**config.mk**
```make
export PLATFORM = sky130hd
export DESIGN_NAME = pc_sequencer
export DESIGN_NICKNAME = d
export VERILOG_FILES = /design/src/rtl/pc_seq_pkg.sv /design/src/rtl/pc_sequencer_link_stack.sv /design/src/rtl/pc_sequencer.sv
export SDC_FILE = /design/constraint.sdc
export NUM_CORES = 1
export LEC_CHECK = 0
export CAP_MARGIN = 20
export CORE_MARGIN = 2
export CORE_UTILIZATION = 45
export CTS_CLUSTER_DIAMETER = 40
export DETAILED_ROUTE_END_ITERATION = 12
export HOLD_SLACK_MARGIN = 0.12
export PLACE_DENSITY = 0.65
export SLEW_MARGIN = 20
export SYNTH_ARGS = -nofsm -noshare
export SYNTH_HDL_FRONTEND = slang
export SYNTH_SLANG_ARGS = --single-unit
export TNS_END_PERCENT = 1
```
**constraint.sdc**
```tcl
create_clock -name clk -period 6.3 [get_ports clk]
set_input_delay 1.89 -clock clk [delete_from_list [all_inputs] [get_ports clk]]
set_output_delay 1.89 -clock clk [all_outputs]
set_load 0.02 [all_outputs]
```
**src/rtl/pc_seq_pkg.sv**
```systemverilog
// Shared constants, interrupt state type and condition evaluation for pc_sequencer.
package pc_seq_pkg;

  // Instruction classes
  localparam logic [3:0] OP_JUMP  = 4'b0100;
  localparam logic [3:0] OP_BCOND = 4'b1100;

  // JUMP subtypes
  localparam logic [3:0] SUB_JAL   = 4'b1000;
  localparam logic [3:0] SUB_JCOND = 4'b1100;
  localparam logic [3:0] SUB_RETI  = 4'b1110;
  localparam logic [3:0] SUB_RET   = 4'b1111;

  // Condition codes
  localparam logic [3:0] CC_EQ = 4'b0000;
  localparam logic [3:0] CC_NE = 4'b0001;
  localparam logic [3:0] CC_CS = 4'b0010;
  localparam logic [3:0] CC_CC = 4'b0011;
  localparam logic [3:0] CC_HI = 4'b0100;
  localparam logic [3:0] CC_LS = 4'b0101;
  localparam logic [3:0] CC_GT = 4'b0110;
  localparam logic [3:0] CC_LE = 4'b0111;
  localparam logic [3:0] CC_FS = 4'b1000;
  localparam logic [3:0] CC_FC = 4'b1001;
  localparam logic [3:0] CC_LO = 4'b1010;
  localparam logic [3:0] CC_HS = 4'b1011;
  localparam logic [3:0] CC_LT = 4'b1100;
  localparam logic [3:0] CC_GE = 4'b1101;
  localparam logic [3:0] CC_UC = 4'b1110;
  localparam logic [3:0] CC_NV = 4'b1111;

  // PSR flag bit positions
  localparam int PSR_C = 0;
  localparam int PSR_L = 2;
  localparam int PSR_F = 5;
  localparam int PSR_Z = 6;
  localparam int PSR_N = 7;

  // Interrupt nesting state: a single level of ISR is supported
  typedef enum logic {
    ST_RUN = 1'b0,
    ST_ISR = 1'b1
  } irq_state_e;

  // Evaluate a condition code against the PSR flags
  function automatic logic cond_true(input logic [3:0] cond, input logic [15:0] psr);
    logic c, l, f, z, n;
    c = psr[PSR_C];
    l = psr[PSR_L];
    f = psr[PSR_F];
    z = psr[PSR_Z];
    n = psr[PSR_N];
    case (cond)
      CC_EQ:   cond_true = z;
      CC_NE:   cond_true = !z;
      CC_CS:   cond_true = c;
      CC_CC:   cond_true = !c;
      CC_HI:   cond_true = l;
      CC_LS:   cond_true = !l;
      CC_GT:   cond_true = n;
      CC_LE:   cond_true = !n;
      CC_FS:   cond_true = f;
      CC_FC:   cond_true = !f;
      CC_LO:   cond_true = !l && !z;
      CC_HS:   cond_true = l || z;
      CC_LT:   cond_true = !n && !z;
      CC_GE:   cond_true = n || z;
      CC_UC:   cond_true = 1'b1;
      default: cond_true = 1'b0;
    endcase
  endfunction

endpackage

```
**src/rtl/pc_sequencer_link_stack.sv**
```systemverilog
// Circular LIFO of return addresses; a push while full overwrites the oldest entry.
module link_stack
  import pc_seq_pkg::*;
#(
  parameter int PC_W        = 16,
  parameter int STACK_DEPTH = 8,
  parameter int SP_W        = $clog2(STACK_DEPTH),
  parameter int CNT_W       = $clog2(STACK_DEPTH) + 1
) (
  input  logic             clk,
  input  logic             i_rst_n,
  input  logic             i_push,
  input  logic             i_pop,
  input  logic [PC_W-1:0]  i_data,
  output logic [PC_W-1:0]  o_top,
  output logic [CNT_W-1:0] o_cnt,
  output logic             o_full,
  output logic             o_empty
);

  logic [PC_W-1:0]  r_mem [STACK_DEPTH];
  logic [SP_W-1:0]  r_sp;
  logic [CNT_W-1:0] r_cnt;
  logic [SP_W-1:0]  w_sp_top;

  assign w_sp_top = r_sp - SP_W'(1);
  assign o_top    = r_mem[w_sp_top];
  assign o_cnt    = r_cnt;
  assign o_full   = (r_cnt == CNT_W'(STACK_DEPTH));
  assign o_empty  = (r_cnt == '0);

  // Entry storage: written on push at the free slot, never cleared by reset
  always_ff @(posedge clk) begin
    if (i_push) begin
      r_mem[r_sp] <= i_data;
    end
  end

  // Pointer and occupancy: the pointer wraps, the count saturates at the depth
  always_ff @(posedge clk) begin
    if (!i_rst_n) begin
      r_sp  <= '0;
      r_cnt <= '0;
    end else if (i_push) begin
      r_sp <= r_sp + SP_W'(1);
      if (!o_full) begin
        r_cnt <= r_cnt + CNT_W'(1);
      end
    end else if (i_pop && !o_empty) begin
      r_sp  <= w_sp_top;
      r_cnt <= r_cnt - CNT_W'(1);
    end
  end

endmodule

```
**src/rtl/pc_sequencer.sv**
```systemverilog
// Program-counter sequencer: single-cycle next-PC selection, link stack and one-level interrupts.
module pc_sequencer
  import pc_seq_pkg::*;
#(
  parameter int              PC_W        = 16,
  parameter int              STACK_DEPTH = 8,
  parameter logic [PC_W-1:0] RESET_PC    = '0,
  parameter logic [PC_W-1:0] IRQ_VEC     = PC_W'(16'h0010)
) (
  input  logic                           clk,
  input  logic                           Reset,
  input  logic                           PCen,
  input  logic [3:0]                     Opcode,
  input  logic [3:0]                     OpcodeExt_dispHi,
  input  logic [3:0]                     dispLo,
  input  logic [3:0]                     CondRlink,
  input  logic [15:0]                    PSR,
  input  logic [PC_W-1:0]                RegData,
  input  logic                           irq,
  input  logic                           clr_err,
  output logic [PC_W-1:0]                PC,
  output logic                           irq_ack,
  output logic                           in_irq,
  output logic [$clog2(STACK_DEPTH):0]   stack_cnt,
  output logic                           stack_full,
  output logic                           stack_empty,
  output logic                           stack_ovf,
  output logic                           stack_unf
);

  localparam int CNT_W = $clog2(STACK_DEPTH) + 1;

  logic [PC_W-1:0]   r_pc;
  logic              r_irq_ack;
  logic              r_ovf;
  logic              r_unf;
  irq_state_e        r_state;

  irq_state_e        w_state_next;
  logic [PC_W-1:0]   w_pc_next;
  logic [PC_W-1:0]   w_pc_inc;
  logic [PC_W-1:0]   w_push_data;
  logic [PC_W-1:0]   w_top;
  logic [PC_W-1:0]   w_disp_ext;
  logic signed [7:0] w_disp8;
  logic [CNT_W-1:0]  w_cnt;
  logic              w_push;
  logic              w_pop;
  logic              w_full;
  logic              w_empty;
  logic              w_cond;
  logic              w_ack_next;
  logic              w_set_ovf;
  logic              w_set_unf;

  assign w_pc_inc   = r_pc + PC_W'(1);
  assign w_disp8    = {OpcodeExt_dispHi, dispLo};
  assign w_disp_ext = PC_W'(w_disp8);
  assign w_cond     = cond_true(CondRlink, PSR);
  assign w_set_ovf  = w_push && w_full;

  link_stack #(
    .PC_W        (PC_W),
    .STACK_DEPTH (STACK_DEPTH)
  ) u_link_stack (
    .clk     (clk),
    .i_rst_n (Reset),
    .i_push  (w_push),
    .i_pop   (w_pop),
    .i_data  (w_push_data),
    .o_top   (w_top),
    .o_cnt   (w_cnt),
    .o_full  (w_full),
    .o_empty (w_empty)
  );

  // Next-PC mux, stack requests and interrupt state transitions
  always_comb begin
    w_pc_next    = r_pc;
    w_push       = 1'b0;
    w_pop        = 1'b0;
    w_push_data  = w_pc_inc;
    w_ack_next   = 1'b0;
    w_set_unf    = 1'b0;
    w_state_next = r_state;
    if (PCen) begin
      if (irq && (r_state == ST_RUN)) begin
        // Push the interrupted PC itself so that instruction re-executes on return
        w_push       = 1'b1;
        w_push_data  = r_pc;
        w_pc_next    = IRQ_VEC;
        w_ack_next   = 1'b1;
        w_state_next = ST_ISR;
      end else begin
        w_pc_next = w_pc_inc;
        case (Opcode)
          OP_JUMP: begin
            case (OpcodeExt_dispHi)
              SUB_JAL: begin
                w_push    = 1'b1;
                w_pc_next = RegData;
              end
              SUB_JCOND: begin
                if (w_cond) begin
                  w_pc_next = RegData;
                end
              end
              SUB_RET, SUB_RETI: begin
                if (!w_empty) begin
                  w_pop     = 1'b1;
                  w_pc_next = w_top;
                end else begin
                  w_set_unf = 1'b1;
                end
                if (OpcodeExt_dispHi == SUB_RETI) begin
                  w_state_next = ST_RUN;
                end
              end
              default: ;
            endcase
          end
          OP_BCOND: begin
            if (w_cond) begin
              w_pc_next = r_pc + w_disp_ext;
            end
          end
          default: ;
        endcase
      end
    end
  end

  // Interrupt state register
  always_ff @(posedge clk) begin
    if (!Reset) begin
      r_state <= ST_RUN;
    end else begin
      r_state <= w_state_next;
    end
  end

  // PC register and one-cycle interrupt acknowledge (low on hold cycles)
  always_ff @(posedge clk) begin
    if (!Reset) begin
      r_pc      <= RESET_PC;
      r_irq_ack <= 1'b0;
    end else begin
      r_pc      <= w_pc_next;
      r_irq_ack <= w_ack_next;
    end
  end

  // Sticky stack error flags; a new error outranks a simultaneous clear
  always_ff @(posedge clk) begin
    if (!Reset) begin
      r_ovf <= 1'b0;
      r_unf <= 1'b0;
    end else if (PCen) begin
      r_ovf <= w_set_ovf || (r_ovf && !clr_err);
      r_unf <= w_set_unf || (r_unf && !clr_err);
    end
  end

  assign PC          = r_pc;
  assign irq_ack     = r_irq_ack;
  assign in_irq      = (r_state == ST_ISR);
  assign stack_cnt   = w_cnt;
  assign stack_full  = w_full;
  assign stack_empty = w_empty;
  assign stack_ovf   = r_ovf;
  assign stack_unf   = r_unf;

endmodule

```
==> reports/results.tsv, run 1 <==
metric	value	unit
insertion delay to the later sink of the worst-skew pair	0.43	ns
1st-pass router iterations	5	
initial DRC count	539	
MaxCap Viol Count	0	
met2 Use GR	35.4	%
EDFF count, synth	128	
GR Overflow Total	0	
clk root buf	clkbuf_16	
Die Height	139	um
first-pass GRT wire length	32.4	mm
Max rail drop VDD	0.000179	V
pin count of the biggest net entering global routing	39	
IO Pins	79	
CTS HTree Levels	4	
chip width	139	um
global placement routability congestion	0.870	
WL/cell	21.4	um
CP endpoint kind	flop	
Synth Area in XOR/XNOR	4.92	%
Main synth FF type	edfxtp_1	
area grow syn2layout	17.8	%
total CTS buffers	17	
placed insts	936	
# rows	49	
relative slew slack	33.4	%
DRC	0	
Logic pwr share	12.6	%
Final period util	74.4	%
part of the power in registers	46.8	%
largest family of logic cells by synthesized area	compound AO/OA/AOI/OAI gates	
Period minus WS final	4.69	ns
internal power	0.00181	W
mux cell area share after synthesis	11.3	%
most instantiated cells after synthesis	128 x edfxtp_1, 50 x nor2_1, 47 x nand2_1	
class of the most critical setup path	in2reg	
Final Hold Fails	0	
HP Class	reg2reg	
share of cells above drive strength 1	13.4	%
final non-filler cell total	968	
hold bufs inserted after CTS	0	
Clk pwr share	40.6	%
Initial Utilization	45.7	%
Post-Syn Area	0.00819	mm^2
Tot GR Track Use	21.8	%
Setup crit start kind	input port	
Critical Path AT	5.03	ns
core box area	0.0179	mm^2
switch share	25.4	%
Area contributors post-synth	edfxtp_1 47%, mux4_2 9.1%, dfxtp_1 6.6%	
Simple-Gate Fraction of Synth Area	11.7	%
CTS sink cnt	155	
Power Density	251	mW/mm^2
Leak Pwr	3.35	nW
status	finished clean	
worst slew pin tran	0.988	ns
Top Usage Layer GRT	met2	
DIE AREA	0.0193	mm^2
Post-CTS Setup Bufs	0	
met3 Usage GRT	3.52	%
Yosys cell types	74	
share of the synthesized area in the top cell type	47.0	%
#FFs+latches synth	155	
vias in the first global route	5762	
antenna diode count	0	
register area share after synthesis	53.6	%
fin. max-slew vios	0	
fin nets	801	
# setup viols final	0	
GR Util met1	30.1	%
initial antenna violation count	0	
syn_area_per_cell	12.4	um^2
clk_skew	0.00620	ns
Max Fanout on Critical Path	3	
Post-synth ARST share	0	%
adder and majority cell fraction of the synthesized area	3.55	%
NetSw	0.000614	W
compound-gate portion of the synthesized area	11.8	%
Vias/cell	6.07	
dominant cell type by area after synthesis	edfxtp_1	
number of port buffers	67	
YS warnings	0	
worst path required time	6.64	ns
Achievable Freq	213	MHz
RSZ-0062 raised after global routing	false	
setup_tns	0	ns
Clock Path Buffers	2	
Antenna Nets Post-Route	0	
DP HPWL	14.5	mm
most instantiated library cell after synthesis	edfxtp_1	
CTS tree	yes	
post-cts resize count	0	
Mapped Cells	660	
clock slew at reported path FFs	0.07	ns
Post-Syn Nets	735	
drt total wl	20.7	mm
vias	5874	
## worst paths after layout
check	start	to	slack, ns	cells past startpoint
worst max-delay path	dispLo[0]	PC[14]	1.61	11
worst max register to register	u_link_stack.r_sp[0]	PC[15]	2.55	10
worst min-delay path	in_irq	in_irq	0.52	2
worst min register to register	in_irq	in_irq	0.52	2
## critical path, cell delays in order
cell,delay [ns]
clkdlybuf4s50_1,0.41
ha_1,0.25
fa_1,0.47
a211oi_1,0.34
o21ai_0,0.21
a31o_2,0.26
o41ai_1,0.56
nor2b_1,0.10
nor3_1,0.17
a21oi_1,0.13
o31ai_1,0.22
## cell families after synthesis
family / count (synthesis)
AOI/OAI and AO/OA: 149
xor gates and xnor gates: 46
adders and majority gates: 22
buffers and inverters: 46
DFF: 155
muxes: 51
and+or+nand+nor: 191
## cell usage in the layout, fill, tap and decap left out, types with 15 or more instances in the layout
cell and instances:
xnor2_1 29, mux4_2 33, o21ai_0 39, ha_1 20, edfxtp_1 128, clkdlybuf4s50_1 67, dfxtp_1 26, a21oi_1 32
nor2_1 50, nand3_1 24, nand2_1 47, mux2i_1 16, clkbuf_16 17, buf_4 15, xor2_1 16
## power groups by stage
| stage | clock network, W | registers (W) | logic (W) |
|---|---|---|---|
| floorplan | 0 | 0.00116 | 0.000194 |
| global placement | 0 | 0.00115 | 0.000298 |
| detailed placement | 0 | 0.00115 | 0.000303 |
| CTS | 0.000997 | 0.00113 | 0.000304 |
| global route | 0.00104 | 0.00113 | 0.000328 |
| finish | 0.000982 | 0.00113 | 0.000305 |
## sequential cells by signal (all words and copies together), names as in the netlist
signal and count:
u_link_stack.r_sp 3, stack_unf 1, PC 16, stack_ovf 1
irq_ack 1, u_link_stack.o_cnt 4, in_irq 1, u_link_stack.r_mem 128
## through the flow
stage / util [%] / worst slack, ns / instance area [um^2] / hold WS [ns] / power (W)
5_1_grt: 53.9 / 1.37 / 9640 / 0.551 / 0.00250
6_report: 53.9 / 1.61 / 9640 / 0.521 / 0.00242
4_1_cts: 53.9 / 1.64 / 9640 / 0.525 / 0.00243
3_5_place_dp: 50.7 / 1.23 / 9070 / 0.515 / 0.00146
2_1_floorplan: - / 1.28 / 8190 / 0.540 / 0.00135
3_3_place_gp: 50.7 / 1.29 / 9070 / 0.493 / 0.00145
## layout make-up
class,instances,area [um^2]
clock buffers,18,429
inverters,11,41.3
multi-input cells,459,3580
repair buffers,82,783
flip-flops and latches,155,4390
well taps,229,287
fillers,1473,8260
clock inverters,14,136
## metal layers
layer / routed length (um) / share of wire, % / vias to the layer above
li1: - / - / 2679
met1: 9390 / 45 / 2970
met2: 9840 / 47 / 195
met3: 1060 / 5.1 / 30
met4: 433 / 2.1 / 0
met5: 0 / 0 / -
(Power assumes the default switching activity.)
==> run 2, diff against run 1 <==
clock period = 4.32 ns   (was 6.3 ns; I/O delays follow)
==> run 2 against run 1 <==
Compared with the run above: clock skew is 0.0019 ns higher; non-clock buffer count is 12 higher; global-route usage hardly changed; register-to-register slack worse by 1.4 ns; sequential share of layout area is 0.67 points lower; die area stayed put; via count is 0.10% lower; core utilization is 0.81 points higher; first-iteration DRC count is 8.2% lower; routed wire length is 0.45% lower; combinational power is 47% higher.
==> reports/results.tsv, run 2 (synthesized netlist as in run 1, its figures left out) <==
metric	value	unit	change
status	finished clean		
Power Density	367	mW/mm^2	+46%
Achievable Freq	258	MHz	
1st-pass router iterations	7		+2
insertion delay to the later sink of the worst-skew pair	0.43	ns	about the same
fin nets	813		+1.5%
chip width	139	um	unchanged
Antenna Nets Post-Route	0		unchanged
clock slew at reported path FFs	0.07	ns	about the same
Vias/cell	5.99		-1.3%
vias	5868		-0.10%
area grow syn2layout	19.5	%	
number of port buffers	67		unchanged
worst path required time	4.66	ns	-1.98 ns
Final Hold Fails	0		unchanged
Tot GR Track Use	21.9	%	+0.049 points
# setup viols final	0		unchanged
Clock Path Buffers	2		unchanged
Initial Utilization	45.7	%	unchanged
DP HPWL	14.5	mm	+0.38%
WL/cell	21.0	um	-1.7%
CP bufs+invs	1		unchanged
commonest non-fill, non-tap cell in the layout	edfxtp_1		
class of the most critical setup path	in2reg		
global placement routability congestion	0.888		+2.0%
max reg flops	128		unchanged
vias in the first global route	5675		-1.5%
CP delay by family, top	compound AO/OA/AOI/OAI gates		
CTS tree	yes		
HP Class	reg2reg		
total CTS buffers	17		unchanged
post-cts resize count	0		unchanged
Largest Register	u_link_stack.r_mem		
antenna diode count	0		unchanged
core box area	0.0179	mm^2	unchanged
clk_skew	0.00811	ns	+0.00191 ns
Post-CTS Setup Bufs	0		unchanged
DRC	0		unchanged
relative slew slack	33.3	%	-0.074 points
IO Pins	79		unchanged
hold bufs inserted after CTS	0		unchanged
worst-path cell chain	clkdlybuf4s50_1, ha_1, fa_1, a211oi_1, o21ai_0, a31o_2, o41ai_1, nor2b_1, nor3_1, a21oi_1, o31ai_1		
slowest stage delay, CP	0.43	ns	-0.13 ns
Final period util	89.8	%	
# rows	49		unchanged
Leak Pwr	3.44	nW	+2.7%
worst slew pin tran	1.00	ns	+0.0116 ns
clk root buf	clkbuf_16		
commonest cells after routing, fill and taps aside	128 x edfxtp_1, 67 x clkdlybuf4s50_1, 50 x nor2_1		
RSZ-0062 raised after global routing	false		
CTS HTree Levels	4		unchanged
Period minus WS final	3.88	ns	
setup_tns	0	ns	unchanged
fin. max-slew vios	0		unchanged
initial DRC count	495		-8.2%
Die Height	139	um	unchanged
CTS sink cnt	155		unchanged
MaxCap Viol Count	0		unchanged
initial antenna violation count	0		unchanged
Max Fanout on Critical Path	3		unchanged
Finished Core Util	54.7	%	+0.81 points
pin count of the biggest net entering global routing	38		-2.6%
share of cells above drive strength 1	15.0	%	+1.7 points
Setup crit start kind	input port		
DIE AREA	0.0193	mm^2	unchanged
Worst path slowest cell	fa_1		
Max rail drop VDD	0.000214	V	+20%
CP endpoint kind	flop		
drt total wl	20.6	mm	-0.45%
Critical Path AT	4.22	ns	-0.81 ns
first-pass GRT wire length	32.5	mm	+0.41%
GR Overflow Total	0		unchanged
## run 2: cell types whose count changed in the layout (fill, tap and decap cells not counted), sizes merged
cell | before | now
clkinv | 4 | 6
buf | 15 | 27
inv | 17 | 20
clkbuf | 18 | 17
bufinv | 1 | 0
clkinvlp | 3 | 0
## run 2: per-stage QoR
stage / total power [W] / instance area (um^2) / instances / hold WS [ns] / worst slack, ns
after floorplan: 0.00197 / 8190 / 660 / 0.550 / 0.308
after global placement: 0.00212 / 9170 / 948 / 0.495 / 0.186
after detailed placement: 0.00213 / 9170 / 948 / 0.512 / 0.113
after CTS: 0.00362 / 9790 / 980 / 0.523 / 0.537
after global routing: 0.00372 / 9790 / 980 / 0.569 / 0.317
final: 0.00359 / 9790 / 980 / 0.532 / 0.441
## run 2: cell type report
type,count,area (um^2)
fillers,1490,8120
clock inverters,15,186
clock buffers,17,425
flip-flops and latches,155,4390
inverters,11,41.3
well taps,229,287
multi-input cells,459,3590
repair buffers,94,873
## run 2: power by group
group	switching, W	total [W]	internal, W
sequential	0.0000226	0.00165	0.00163
clock	0.000703	0.00149	0.000789
combinational	0.000246	0.000448	0.000202
## run 2: path summary, 6_finish.rpt
path	slack [ns]	depth (start not counted)	to	from
max	0.44	11	PC[14]	dispLo[0]
min	0.53	2	stack_ovf	stack_ovf
max reg2reg	1.11	9	PC[15]	u_link_stack.r_sp[1]
min reg2reg	0.53	2	stack_ovf	stack_ovf
## run 2: layer usage
layer | vias to the layer above | share of wire (%) | global-route usage [%]
li1 | 2715 | - | -
met1 | 2863 | 43 | 30.6
met2 | 255 | 47 | 34.4
met3 | 35 | 7.6 | 4.70
met4 | 0 | 2.2 | 7.28
met5 | - | 0 | 0
## run 2: worst min-delay path, stage by stage, from the launching register on
cell     delay, ns
dfxtp_1       0.33
a22oi_1       0.07
nor2b_1       0.10
